==> src/rtl/xilinx_jtag_host_shifter.sv <==
// ---------------------------------------------------------------------------
// xilinx_jtag_host_shifter
//
// PL-side JTAG initiator for the x_heep_system debug TAP. Each accepted
// command shifts cmd_len_i TCK pulses. TMS/TDI are taken LSB first from
// the command vectors. TDO is sampled on every rising TCK, and the captured
// vector is returned through a valid/ready response channel.
//
// Ports
//   clk_i, rst_i          system clock, asynchronous active-high reset
//   cmd_valid_i/ready_o   command handshake (ready only while idle)
//   cmd_len_i             number of TCK pulses (1..MAX_LEN legal)
//   cmd_tms_i/tdi_i       per-pulse TMS/TDI bits, bit i used on pulse i
//   rsp_valid_o/ready_i   response handshake, response held until taken
//   rsp_tdo_o             captured TDO, bit i sampled on pulse i
//   rsp_err_o             command length was 0 or above MAX_LEN
//   trst_req_i            level request for TAP reset
//   busy_o                high whenever the shifter is not idle
//   jtag_*                pins towards the target TAP (TRST active-low)
// ---------------------------------------------------------------------------
module xilinx_jtag_host_shifter #(
    parameter int CLK_DIV = 4,
    parameter int MAX_LEN = 32
) (
    input  logic                         clk_i,
    input  logic                         rst_i,
    input  logic                         cmd_valid_i,
    output logic                         cmd_ready_o,
    input  logic [$clog2(MAX_LEN+1)-1:0] cmd_len_i,
    input  logic [MAX_LEN-1:0]           cmd_tms_i,
    input  logic [MAX_LEN-1:0]           cmd_tdi_i,
    output logic                         rsp_valid_o,
    input  logic                         rsp_ready_i,
    output logic [MAX_LEN-1:0]           rsp_tdo_o,
    output logic                         rsp_err_o,
    input  logic                         trst_req_i,
    output logic                         busy_o,
    output logic                         jtag_tck_o,
    output logic                         jtag_tms_o,
    output logic                         jtag_tdi_o,
    input  logic                         jtag_tdo_i,
    output logic                         jtag_trst_no
);

    localparam int LEN_W = $clog2(MAX_LEN + 1);
    localparam int BIT_W = (MAX_LEN > 1) ? $clog2(MAX_LEN) : 1;
    localparam int DIV_W = (CLK_DIV > 1) ? $clog2(CLK_DIV) : 1;

    typedef enum logic [1:0] {
        ST_IDLE,
        ST_LOW,
        ST_HIGH,
        ST_RESP
    } state_e;

    state_e             state_q, state_d;
    logic [DIV_W-1:0]   div_q, div_d;
    logic [BIT_W-1:0]   bit_q, bit_d;
    logic [LEN_W-1:0]   len_q, len_d;
    logic [MAX_LEN-1:0] tms_vec_q, tms_vec_d;
    logic [MAX_LEN-1:0] tdi_vec_q, tdi_vec_d;
    logic [MAX_LEN-1:0] cap_q, cap_d;
    logic               tck_q, tck_d;
    logic               tms_q, tms_d;
    logic               tdi_q, tdi_d;
    logic               rsp_valid_q, rsp_valid_d;
    logic               rsp_err_q, rsp_err_d;
    logic               trst_n_q, trst_n_d;

    logic               div_last;
    logic               bit_last;
    logic               len_ok;
    logic [BIT_W-1:0]   bit_next;

    assign div_last = (div_q == DIV_W'(CLK_DIV - 1));
    assign bit_last = ((32'(bit_q) + 32'd1) == 32'(len_q));
    assign len_ok   = (cmd_len_i != '0) && (32'(cmd_len_i) <= 32'(MAX_LEN));
    assign bit_next = bit_q + BIT_W'(1);

    always_comb begin
        state_d     = state_q;
        div_d       = div_q;
        bit_d       = bit_q;
        len_d       = len_q;
        tms_vec_d   = tms_vec_q;
        tdi_vec_d   = tdi_vec_q;
        cap_d       = cap_q;
        tck_d       = tck_q;
        tms_d       = tms_q;
        tdi_d       = tdi_q;
        rsp_valid_d = rsp_valid_q;
        rsp_err_d   = rsp_err_q;
        // TRST is a plain registered copy of the request, independent of
        // the shift engine.
        trst_n_d    = ~trst_req_i;

        unique case (state_q)
            ST_IDLE: begin
                if (cmd_valid_i) begin
                    cap_d     = '0;
                    rsp_err_d = 1'b0;
                    if (len_ok) begin
                        // First TMS/TDI bit is presented immediately, so it
                        // gets a full low phase of setup before rising TCK.
                        state_d   = ST_LOW;
                        len_d     = cmd_len_i;
                        tms_vec_d = cmd_tms_i;
                        tdi_vec_d = cmd_tdi_i;
                        bit_d     = '0;
                        div_d     = '0;
                        tck_d     = 1'b0;
                        tms_d     = cmd_tms_i[0];
                        tdi_d     = cmd_tdi_i[0];
                    end else begin
                        // Illegal length: answer at once, pins untouched.
                        state_d     = ST_RESP;
                        rsp_valid_d = 1'b1;
                        rsp_err_d   = 1'b1;
                    end
                end
            end

            ST_LOW: begin
                if (div_last) begin
                    div_d        = '0;
                    tck_d        = 1'b1;
                    cap_d[bit_q] = jtag_tdo_i;
                    state_d      = ST_HIGH;
                end else begin
                    div_d = div_q + DIV_W'(1);
                end
            end

            ST_HIGH: begin
                if (div_last) begin
                    div_d = '0;
                    tck_d = 1'b0;
                    if (bit_last) begin
                        // TMS/TDI keep their last value after the final pulse.
                        state_d     = ST_RESP;
                        rsp_valid_d = 1'b1;
                    end else begin
                        bit_d   = bit_next;
                        tms_d   = tms_vec_q[bit_next];
                        tdi_d   = tdi_vec_q[bit_next];
                        state_d = ST_LOW;
                    end
                end else begin
                    div_d = div_q + DIV_W'(1);
                end
            end

            ST_RESP: begin
                if (rsp_ready_i) begin
                    rsp_valid_d = 1'b0;
                    state_d     = ST_IDLE;
                end
            end

            default: begin
                state_d = ST_IDLE;
            end
        endcase
    end

    always_ff @(posedge clk_i or posedge rst_i) begin
        if (rst_i) begin
            state_q     <= ST_IDLE;
            div_q       <= '0;
            bit_q       <= '0;
            len_q       <= '0;
            tms_vec_q   <= '0;
            tdi_vec_q   <= '0;
            cap_q       <= '0;
            tck_q       <= 1'b0;
            tms_q       <= 1'b1;
            tdi_q       <= 1'b0;
            rsp_valid_q <= 1'b0;
            rsp_err_q   <= 1'b0;
            trst_n_q    <= 1'b0;
        end else begin
            state_q     <= state_d;
            div_q       <= div_d;
            bit_q       <= bit_d;
            len_q       <= len_d;
            tms_vec_q   <= tms_vec_d;
            tdi_vec_q   <= tdi_vec_d;
            cap_q       <= cap_d;
            tck_q       <= tck_d;
            tms_q       <= tms_d;
            tdi_q       <= tdi_d;
            rsp_valid_q <= rsp_valid_d;
            rsp_err_q   <= rsp_err_d;
            trst_n_q    <= trst_n_d;
        end
    end

    // Ready is gated by reset so it stays low while rst_i is held.
    assign cmd_ready_o  = (state_q == ST_IDLE) && !rst_i;
    assign busy_o       = (state_q != ST_IDLE);
    assign rsp_valid_o  = rsp_valid_q;
    assign rsp_tdo_o    = cap_q;
    assign rsp_err_o    = rsp_err_q;
    assign jtag_tck_o   = tck_q;
    assign jtag_tms_o   = tms_q;
    assign jtag_tdi_o   = tdi_q;
    assign jtag_trst_no = trst_n_q;

endmodule

==> config.mk <==
export PLATFORM = sky130hd
export DESIGN_NAME = xilinx_jtag_host_shifter
export DESIGN_NICKNAME = d
export VERILOG_FILES = /design/src/rtl/xilinx_jtag_host_shifter.sv
export SDC_FILE = /design/constraint.sdc
export NUM_CORES = 1
export LEC_CHECK = 0
export ABC_CLOCK_PERIOD_IN_PS = 11900
export CAP_MARGIN = 40
export CORE_MARGIN = 1
export CORE_UTILIZATION = 57
export DETAILED_ROUTE_END_ITERATION = 16
export PLACE_DENSITY = 0.86
export SLEW_MARGIN = 5
export SYNTH_ARGS = -nofsm -noshare
export SYNTH_HDL_FRONTEND = slang
export SYNTH_SLANG_ARGS = --single-unit
export TNS_END_PERCENT = 1
==> constraint.sdc <==
create_clock -name clk_i -period 11.9 [get_ports clk_i]
set_input_delay 2.38 -clock clk_i [delete_from_list [all_inputs] [get_ports clk_i]]
set_output_delay 2.38 -clock clk_i [all_outputs]
set_load 0.1 [all_outputs]
== Yosys cells after proc, flatten, opt, wreduce, memory -nomap -nowiden ==
Index checks and enable logic that the tools add are counted.

* Register bits: 117
* Latch bits: 0
* Memories: 0
* Logic and storage cells: 103
* Output and inout port bits: 40
* RAM bits: 0
* Input port bits: 76
* Memory bits (read-only): 0

* Multipliers: 0
* Reduce and logical (&&, ||, !) cells: 21
* Muxes and demuxes: 48
* Shift operators: 0
* $lt $le $gt $ge: 4
* Add/sub/neg operators: 3
* Equality and inequality tests: 13
* Div/mod/pow operators: 0
* Bitwise operators: 1

{| class="wikitable"
|+ Operators with widths
! kind !! number
|-
| $mux 32 || 2
|-
| $pmux 32 s2 || 1
|-
| $bwmux 32 || 1
|-
| $mux 1 || 21
|-
| $mux 5 || 4
|-
| $mux 2 || 9
|-
| $ne 2x2->1 const B || 8
|-
| $lt 5x6->1 const B || 2
|-
| $bmux 1 s5 || 2
|-
| $pmux 5 s2 || 1
|-
| $reduce_and 5->1 || 2
|-
| $reduce_and 3->1 || 3
|-
| $pmux 2 s4 || 1
|-
| $reduce_bool 2->1 || 4
|-
| $add 5x1->6 const B || 1
|-
| $eq 2x2->1 const B || 3
|-
| $eq 6x6->1 || 1
|-
| $le 6x6->1 const B || 1
|-
| $pmux 1 s3 || 2
|-
| $reduce_and 6->1 || 1
|-
| $reduce_bool 3->1 || 2
|-
| $reduce_bool 6->1 || 1
|-
| $add 5x1->5 const B || 1
|-
| $demux 1 s5 || 1
|-
| 12 further kinds || 15
|}

== Depth between registers and ports, before layout ==
Gate-level depths: netlist (run 1).

* Depth in word-level cells: 7
* Gate-level depth with buffers: 12

== Worst setup path before layout (run 1) ==
No wires, ideal clock.

* Path type: input-to-output
* From: input port rst_i
* To: output port cmd_ready_o
* Path slack: 5.889 ns
* Path buffers: 0
* Data arrival time: 3.631 ns
* Data required time: 9.520 ns
* Cell stages on the path: 1
* Path through: nor2_1

* Cells in the longest elaborated chain, start to end: 2

{| class="wikitable"
|+ RTL lines
! element !! line !! source
|-
| start, declared || 26 || <nowiki>input logic rst_i,</nowiki>
|-
| $logic_not 1->1 || 199 || <nowiki>assign cmd_ready_o = (state_q == ST_IDLE) && !rst_i;</nowiki>
|-
| $logic_and 1x1->1 || 199 ||
|-
| end, declared || 28 || <nowiki>output logic cmd_ready_o,</nowiki>
|}

Every way passes these cells.

== Worst setup path in the final report (run 1) ==
Same ends and word-level chain as after synthesis.

==> results of run 1 <==
[metrics by stage]
step                hold WS (ps)  area (um2)
global placement             456        7370
finish                       493        8590
detailed placement           473        8050
floorplan                    475        6250
global route                 508        8590
CTS                          492        8590
[worst reg2reg max path, delay by kind of cell (launching register included)]
kind                       cells  cell delay [ps]
DFF                            1              860
buffers and inverters          2              680
AOI/OAI and AO/OA              2              270
adders and majority gates      1              560
muxes                          3             1090
[cells in the final DEF (no fill, tap or decap), types with 4 or more instances in the layout]
cell | synthesis | layout
clkbuf_16 | 0 | 16
mux2_4 | 69 | 69
xor2_1 | 4 | 4
buf_4 | 1 | 7
mux2_2 | 36 | 36
xnor2_1 | 5 | 5
mux2i_1 | 6 | 6
clkdlybuf4s50_1 | 0 | 115
nor2_1 | 18 | 18
ha_1 | 10 | 10
clkinvlp_4 | 0 | 5
a21oi_1 | 5 | 5
inv_1 | 16 | 15
buf_16 | 0 | 5
nand4_1 | 5 | 5
mux4_2 | 17 | 17
o211ai_1 | 4 | 4
nand2_1 | 31 | 31
buf_8 | 0 | 36
nand3_1 | 11 | 11
clkinv_2 | 0 | 4
a22o_1 | 34 | 34
dfrtp_1 | 116 | 116
[final cells by class]
class,instances,share of cell area [%]
multi-input combinational,294,34.9
inverter,16,0.728
timing repair buffer,163,21.9
clock inverter,15,1.53
sequential,117,34.1
tap,136,1.98
clock buffer,17,4.82
[worst max path at each step]
| stage | from | to | depth (start not counted) |
|---|---|---|---|
| global route | rst_i | cmd_ready_o | 4 |
| floorplan | rst_i | cmd_ready_o | 1 |
| finish | rst_i | cmd_ready_o | 4 |
| CTS | rst_i | cmd_ready_o | 4 |
| global placement | rst_i | cmd_ready_o | 3 |
| detailed placement | rst_i | cmd_ready_o | 4 |
[kinds of logic after synthesis]
family	count (synthesis)	synth area share, %
buf+inv	48	5.11
compound gates	61	7.75
xor+xnor	10	1.64
mux	128	30.2
simple gates	85	6.49
flops	117	46.9
fa+ha+maj	10	2.00
[where the power goes]
| part | internal (mW) | switching (mW) |
|---|---|---|
| clock | 0.277 | 0.193 |
| sequential | 0.543 | 0.101 |
| combinational | 0.422 | 0.394 |
[registers in the layout (all words and copies together), names as in the netlist]
signal / count
bit_q: 5
div_q: 2
jtag_tck_o: 1
jtag_tdi_o: 1
jtag_tms_o: 1
jtag_trst_no: 1
len_q: 6
rsp_err_o: 1
rsp_tdo_o: 32
rsp_valid_o: 1
state_q: 2
tdi_vec_q: 32
tms_vec_q: 32
[per-layer routing]
metal | vias to the layer above | part of all wire, %
met1 | 2277 | 41
li1 | 1983 | -
met5 | - | 0
met2 | 168 | 52
met4 | 0 | 2.2
met3 | 30 | 5.0
==> flow_summary.toml, run 1 <==
[worst_setup_path]
required_ps = 9520
regToRegEndpoint = "jtag_tdi_o"
path_common_cell = "clkdlybuf4s50_1"
rr_startpoint = "bit_q[0]"
crit_fanout = 2
cp.buffers_inverters = 3
reg2reg_slack_ps = 8330
worstSetupPathType = "in -> out"
cp_cell_sequence = "clkdlybuf4s50_1 > nor2_1 > clkdlybuf4s50_1 > buf_8"
cp_top_family = "buffers and inverters"
slowest_stage = "clkdlybuf4s50_1"
cp.arrival_ps = 3690
max_stage_delay_ps = 520
cp-start-kind = "primary input"
worstRegToRegCells = 8
end_kind = "primary output"

[route]
wl_um = 15000
dr_total_vias = 4458
vias_per_cell = 5.88
drcViolationCount = 0
dr.pass1.iters = 4
wl_per_cell_um = 19.8
first_iter_violations = 190
ant_nets = 0

[sta]
layout_min_cycle_time_ps = 6070
fin_worst_skew_ps = 8.16
finalMaxSlewViolations = 0
setup_viol = 0
tightest_slew_ps = 864
fin_ws_ps = 5830
period_share_pct = 51.0
finalSetupTns_ps = 0
slew_headroom_pct = 42.4
hold_viol = 0
max_freq_mhz = 165
rsz0062_at_grt = "no"

[job]
maxCapViolCount = 0

[synthesis]
synth-edff-count = 0
synth_commonest_cells = "dfrtp_1, mux2_4, mux2_2"
yosysTopAreaCell = "dfrtp_1"
synth_area_per_cell_um2 = 13.6
async_flop_share_pct = 100
synth-seq-cells = 117
synthesis.area_um2 = 6250
synth_nets = 545
synth.most_common_cell = "dfrtp_1"
synth_area_leaders = "dfrtp_1, mux2_4, mux2_2, mux4_2, a22o_1"
synth_warnings = 0
yosysTopAreaCellShare_pct = 46.4
ys_seq_area_share_pct = 46.9
synthFlopType = "dfrtp_1"
ys_types = 47
netlist_instances = 459

[power]
power_leakage_nw = 3.78
ir_worst_vdd_uv = 199
p_per_area_nw_per_um2 = 225
power_mw = 1.93

[clock_tree]
cts_max_level = 4
hold_buffers = 0
post_cts_buffers = 0
insertion_delay_ps = 530
cts.repair.resized = 0
cts_made_buffers = 17
tritoncts = "done"
cts_root_buf = "clkbuf_8"
numClockSinks = 117
path_clk_slew_ps = 60
clockBufferDepth = 2

[placement]
dp_slack_ps = 5820
portBuffers = 115
dp_hpwl_um = 10000
place_congestion = 0.745
placed_cells_incl_taps = 726

[cells_and_area]
final-seq-area_um2 = 2930
multi_input_area_um2 = 3000
syn2layout_area_growth_pct = 37.5
fillers = 566
num_antenna_cells = 0
layout-drive-gt1-share_pct = 33.4
final_cells = 758
final_net_count = 695
final_util_pct = 82.1

[global_routing]
grt.busiest_layer = "met2"
antenna_found_initial = 0
use_met1_pct = 35.6
grt_pass1_wl_um = 24700
met3_usage_pct = 7.05
use_met2_pct = 48.3
grtUsageTotal_pct = 28.7
grt_overflow_total = 0
grt_max_degree = 71
grt_pass1_vias = 4820

[floorplan]
coreArea_um2 = 10500
die-area_um2 = 11400
die_y_um = 107
io_pins = 116
start_util_pct = 59.7
rows = 37
chipWidth_um = 107

[hold_path]
hold_depth = 2
hold_end = "jtag_tms_o"
hp-start = "jtag_tms_o"
min_path_type = "reg -> reg"

[outcome]
status = "finished clean"
Note: power is estimated with default switching activity, not from simulation.
==> run 2: changes to the inputs <==
--- a/config.mk
+++ b/config.mk
@@ -5,12 +5,12 @@
 export SDC_FILE = /design/constraint.sdc
 export NUM_CORES = 1
 export LEC_CHECK = 0
-export ABC_CLOCK_PERIOD_IN_PS = 11900
+export ABC_CLOCK_PERIOD_IN_PS = 6300
 export CAP_MARGIN = 40
 export CORE_MARGIN = 1
-export CORE_UTILIZATION = 57
+export CORE_UTILIZATION = 53
 export DETAILED_ROUTE_END_ITERATION = 16
-export PLACE_DENSITY = 0.86
+export PLACE_DENSITY = 0.81
 export SLEW_MARGIN = 5
 export SYNTH_ARGS = -nofsm -noshare
 export SYNTH_HDL_FRONTEND = slang
==> constraint.sdc (replaced) <==
create_clock -name clk_i -period 6.3 [get_ports clk_i]
set_input_delay 1.26 -clock clk_i [delete_from_list [all_inputs] [get_ports clk_i]]
set_output_delay 1.26 -clock clk_i [all_outputs]
set_load 0.1 [all_outputs]
==> flow_summary.toml, run 2 (synthesis results as in run 1) <==
[outcome]
status = "finished clean"

[cells_and_area]
final_net_count = 697
fillers = 691
num_antenna_cells = 0
layout-drive-gt1-share_pct = 33.7
final_cell_mix = "dfrtp_1, clkdlybuf4s50_1, mux2_4"
design_area_um2 = 8680
syn2layout_area_growth_pct = 38.9
mostFrequentLayoutCell = "dfrtp_1"

[global_routing]
met3_usage_pct = 6.26
antenna_found_initial = 0
grtUsageTotal_pct = 25.9
grt_max_degree = 64
grt_pass1_wl_um = 24600
grt.busiest_layer = "met2"
use_met2_pct = 43.9
grt_pass1_vias = 4725
grt_overflow_total = 0
use_met1_pct = 31.6

[placement]
portBuffers = 115
dpl_cell_area_um2 = 8060
place_congestion = 0.751
dp_hpwl_um = 10200

[worst_setup_path]
crit_fanout = 2
end_kind = "primary output"
rr_startpoint = "bit_q[0]"
cp_cell_sequence = "clkdlybuf4s50_1 > nor2_1 > clkdlybuf4s50_1 > buf_8"
cp-start-kind = "primary input"
reg2reg_slack_ps = 2690
slowest_stage = "clkdlybuf4s50_1"
required_ps = 5040
path_common_cell = "clkdlybuf4s50_1"
max_stage_delay_ps = 540
cp.arrival_ps = 2660
cp.buffers_inverters = 3
worstRegToRegCells = 7
cp.depth = 4
regToRegEndpoint = "bit_q[2]"
worstSetupPathType = "in -> out"
cp_top_family = "buffers and inverters"

[clock_tree]
path_clk_slew_ps = 60
insertion_delay_ps = 420
cts_made_buffers = 17
cts.repair.resized = 0
post_cts_buffers = 0
cts_root_buf = "clkbuf_16"
numClockSinks = 117
cts_max_level = 4
tritoncts = "done"
clockBufferDepth = 2
hold_buffers = 0

[sta]
max_freq_mhz = 255
tightest_slew_ps = 825
rsz0062_at_grt = "no"
finalSetupTns_ps = 0
layout_min_cycle_time_ps = 3920
period_share_pct = 62.3
slew_headroom_pct = 45.0
fin_worst_skew_ps = 7.25
hold_viol = 0
setup_viol = 0
finalMaxSlewViolations = 0

[hold_path]
hold_end = "jtag_tms_o"
min_path_type = "reg -> reg"
hp-start = "jtag_tms_o"
hold_depth = 2

[route]
first_iter_violations = 228
dr_total_vias = 4417
dr.pass1.iters = 4
wl_per_cell_um = 19.4
drcViolationCount = 0
ant_nets = 0
wl_um = 14900
vias_per_cell = 5.76

[floorplan]
rows = 39
die-area_um2 = 12200
coreArea_um2 = 11500
io_pins = 116
chipWidth_um = 111
die_y_um = 111
start_util_pct = 54.5

[power]
ir_worst_vdd_uv = 302
power_leakage_nw = 3.82
p_per_area_nw_per_um2 = 432

[job]
maxCapViolCount = 0
==> run 2: changes by cell type in the layout (fill, tap and decap cells not counted), sizes merged <==
cell,before,now
clkbuf,17,18
inv,19,18
buf,48,50
bufinv,1,3
clkinvlp,5,4
clkinv,6,5
==> run 2: layer usage <==
layer | routed length, um | up-vias
met5 | 0 | -
met4 | 361 | 0
met3 | 710 | 28
met2 | 7710 | 168
met1 | 6130 | 2235
li1 | - | 1986
==> run 2: worst register-to-register path: cells and delay by family, from the launching register on <==
kind / cells / cell delay (ps)
flip-flops: 1 / 880
XOR/XNOR: 2 / 770
adder cells (fa/ha/maj): 1 / 630
AND/OR/NAND/NOR: 2 / 310
AO/OA/AOI/OAI: 2 / 890
==> run 2: worst max-delay path by stage <==
| stage | from | to |
|---|---|---|
| 6_report | rst_i | cmd_ready_o |
| 5_1_grt | rst_i | cmd_ready_o |
| 3_3_place_gp | cmd_len_i[0] | tms_vec_q[29] |
| 4_1_cts | rst_i | cmd_ready_o |
| 3_5_place_dp | cmd_len_i[0] | tms_vec_q[14] |
| 2_1_floorplan | rst_i | bit_q[0] |
==> run 2: final cells by class <==
cell class	count	area [um2]	share of cell area, %
multi-input cells	294	3000	34.6
flip-flops and latches	117	2930	33.7
repair buffers	165	1890	21.8
clock buffers	18	439	5.06
well taps	143	179	2.06
clock inverters	14	178	2.05
inverters	16	62.6	0.721
==> run 2: report_power, final <==
group          internal [mW]  leakage, nW  switching, mW  total, mW
logic                  0.793         2.07          0.741       1.53
registers               1.03         1.47          0.188       1.21
clock network          0.635        0.289          0.369       1.00
total                   2.45         3.82           1.30       3.75
==> run 2: per-stage QoR <==
step / hold slack [ps] / power [mW] / worst slack [ps] / util (%) / cells
after CTS: 498 / 3.76 / 2390 / 75.7 / 767
after global placement: 455 / 2.55 / 2030 / 64.4 / 693
after floorplan: 475 / 2.30 / 1940 / - / 459
final: 500 / 3.75 / 2380 / 75.7 / 767
after global routing: 519 / 3.92 / 2330 / 75.7 / 767
after detailed placement: 489 / 2.74 / 2120 / 70.3 / 735
==> run 3: changes to the inputs <==
--- a/config.mk
+++ b/config.mk
@@ -5,7 +5,7 @@
 export SDC_FILE = /design/constraint.sdc
 export NUM_CORES = 1
 export LEC_CHECK = 0
-export ABC_CLOCK_PERIOD_IN_PS = 6300
+export ABC_CLOCK_PERIOD_IN_PS = 4100
 export CAP_MARGIN = 40
 export CORE_MARGIN = 1
 export CORE_UTILIZATION = 53
==> constraint.sdc (replaced) <==
create_clock -name clk_i -period 4.1 [get_ports clk_i]
set_input_delay 0.82 -clock clk_i [delete_from_list [all_inputs] [get_ports clk_i]]
set_output_delay 0.82 -clock clk_i [all_outputs]
set_load 0.1 [all_outputs]
==> flow_summary.toml, run 3 (synthesis results as in run 1) <==
[outcome]
status = "finished clean"

[clock_tree]
path_clk_slew_ps = 60
cts_made_buffers = 17
insertion_delay_ps = 420
post_cts_buffers = 0
cts_max_level = 4
clockBufferDepth = 2
hold_buffers = 0
tritoncts = "done"
numClockSinks = 117
cts_root_buf = "clkbuf_16"
cts.repair.resized = 0

[floorplan]
coreArea_um2 = 11500
io_pins = 116
chipWidth_um = 111
start_util_pct = 54.5
die-area_um2 = 12200
rows = 39
die_y_um = 111

[power]
ir_worst_vdd_uv = 456
p_per_area_nw_per_um2 = 662
power_leakage_nw = 3.84

[cells_and_area]
final_cell_mix = "dfrtp_1, clkdlybuf4s50_1, mux2_4"
fillers = 697
num_antenna_cells = 0
final_util_pct = 75.7
final_net_count = 698
syn2layout_area_growth_pct = 38.9
mostFrequentLayoutCell = "dfrtp_1"
design_area_um2 = 8680
layout-drive-gt1-share_pct = 33.9

[placement]
place_congestion = 0.777
dp_slack_ps = 546
portBuffers = 115
dp_hpwl_um = 10300
dpl_cell_area_um2 = 8070

[worst_setup_path]
cp-start-kind = "flop"
regToRegEndpoint = "bit_q[2]"
required_ps = 4400
cp.arrival_ps = 3510
worstRegToRegCells = 8
slowest_stage = "a2111o_1"
rr_startpoint = "bit_q[0]"
cp.depth = 8
crit_fanout = 16
max_stage_delay_ps = 560
worstSetupPathType = "reg -> reg"
cp.buffers_inverters = 1
cp_top_family = "compound AO/OA/AOI/OAI gates"
reg2reg_slack_ps = 890
end_kind = "flop"
cp_cell_sequence = "buf_4 > ha_1 > nand3_1 > xor2_1 > xnor2_1 > nor2_1 > a2111o_1 > a211o_1"

[sta]
holdWs_ps = 496
finalMaxSlewViolations = 0
tightest_slew_ps = 772
setup_viol = 0
finalSetupTns_ps = 0
fin_worst_skew_ps = 7.71
max_freq_mhz = 311
slew_headroom_pct = 48.5
period_share_pct = 78.4
fin_ws_ps = 886
hold_viol = 0
rsz0062_at_grt = "no"
layout_min_cycle_time_ps = 3210

[hold_path]
hold_depth = 2
hold_end = "rsp_err_o"
min_path_type = "reg -> reg"
hp-start = "rsp_err_o"

[route]
dr_total_vias = 4389
wl_um = 14800
wl_per_cell_um = 19.3
first_iter_violations = 219
ant_nets = 0
dr.pass1.iters = 4
drcViolationCount = 0
vias_per_cell = 5.71

[global_routing]
antenna_found_initial = 0
grt_overflow_total = 0
grt_max_degree = 51
grt_pass1_vias = 4721
grt_pass1_wl_um = 24400
grtUsageTotal_pct = 25.5

[job]
maxCapViolCount = 0
run 3: worst max-delay path by stage:
stage / from / end / slack, ps
final: bit_q[0] / bit_q[2] / 890
after global routing: bit_q[0] / bit_q[2] / 690
after CTS: bit_q[0] / bit_q[2] / 920
after detailed placement: cmd_len_i[0] / tdi_vec_q[11] / 550
after global placement: cmd_len_i[0] / tdi_vec_q[12] / 640
after floorplan: rst_i / bit_q[0] / 180
run 3: tightest hold or removal path: stages (launching register included):
cell,delay (ps)
dfrtp_1,340
a21oi_1,40
nor2_1,70
run 3: metrics by stage:
stage | total power [mW] | instances
floorplan | 3.53 | 459
global placement | 3.93 | 697
detailed placement | 4.19 | 736
CTS | 5.77 | 768
global route | 6.00 | 768
finish | 5.75 | 768
run 3: cell type report:
| class | instances | area (um2) | area share (%) |
|---|---|---|---|
| tap | 143 | 179 | 2.06 |
| inverter | 16 | 62.6 | 0.720 |
| clock buffer | 19 | 443 | 5.10 |
| multi-input combinational | 294 | 3000 | 34.6 |
| clock inverter | 13 | 171 | 1.97 |
| sequential | 117 | 2930 | 33.7 |
| timing repair buffer | 166 | 1900 | 21.8 |
run 3: power breakdown:
group          switching (mW)  internal (mW)
clock network           0.557          0.980
logic                    1.14           1.21
registers               0.289           1.58
run 3: per-layer routing:
layer  GRT usage (%)  vias to the layer above  share of wire (%)
li1                -                     1987                  -
met1            31.9                     2223                 42
met2            42.5                      149                 51
met3            5.93                       30                4.2
met4            10.9                        0                2.3
met5               0                        -                  0
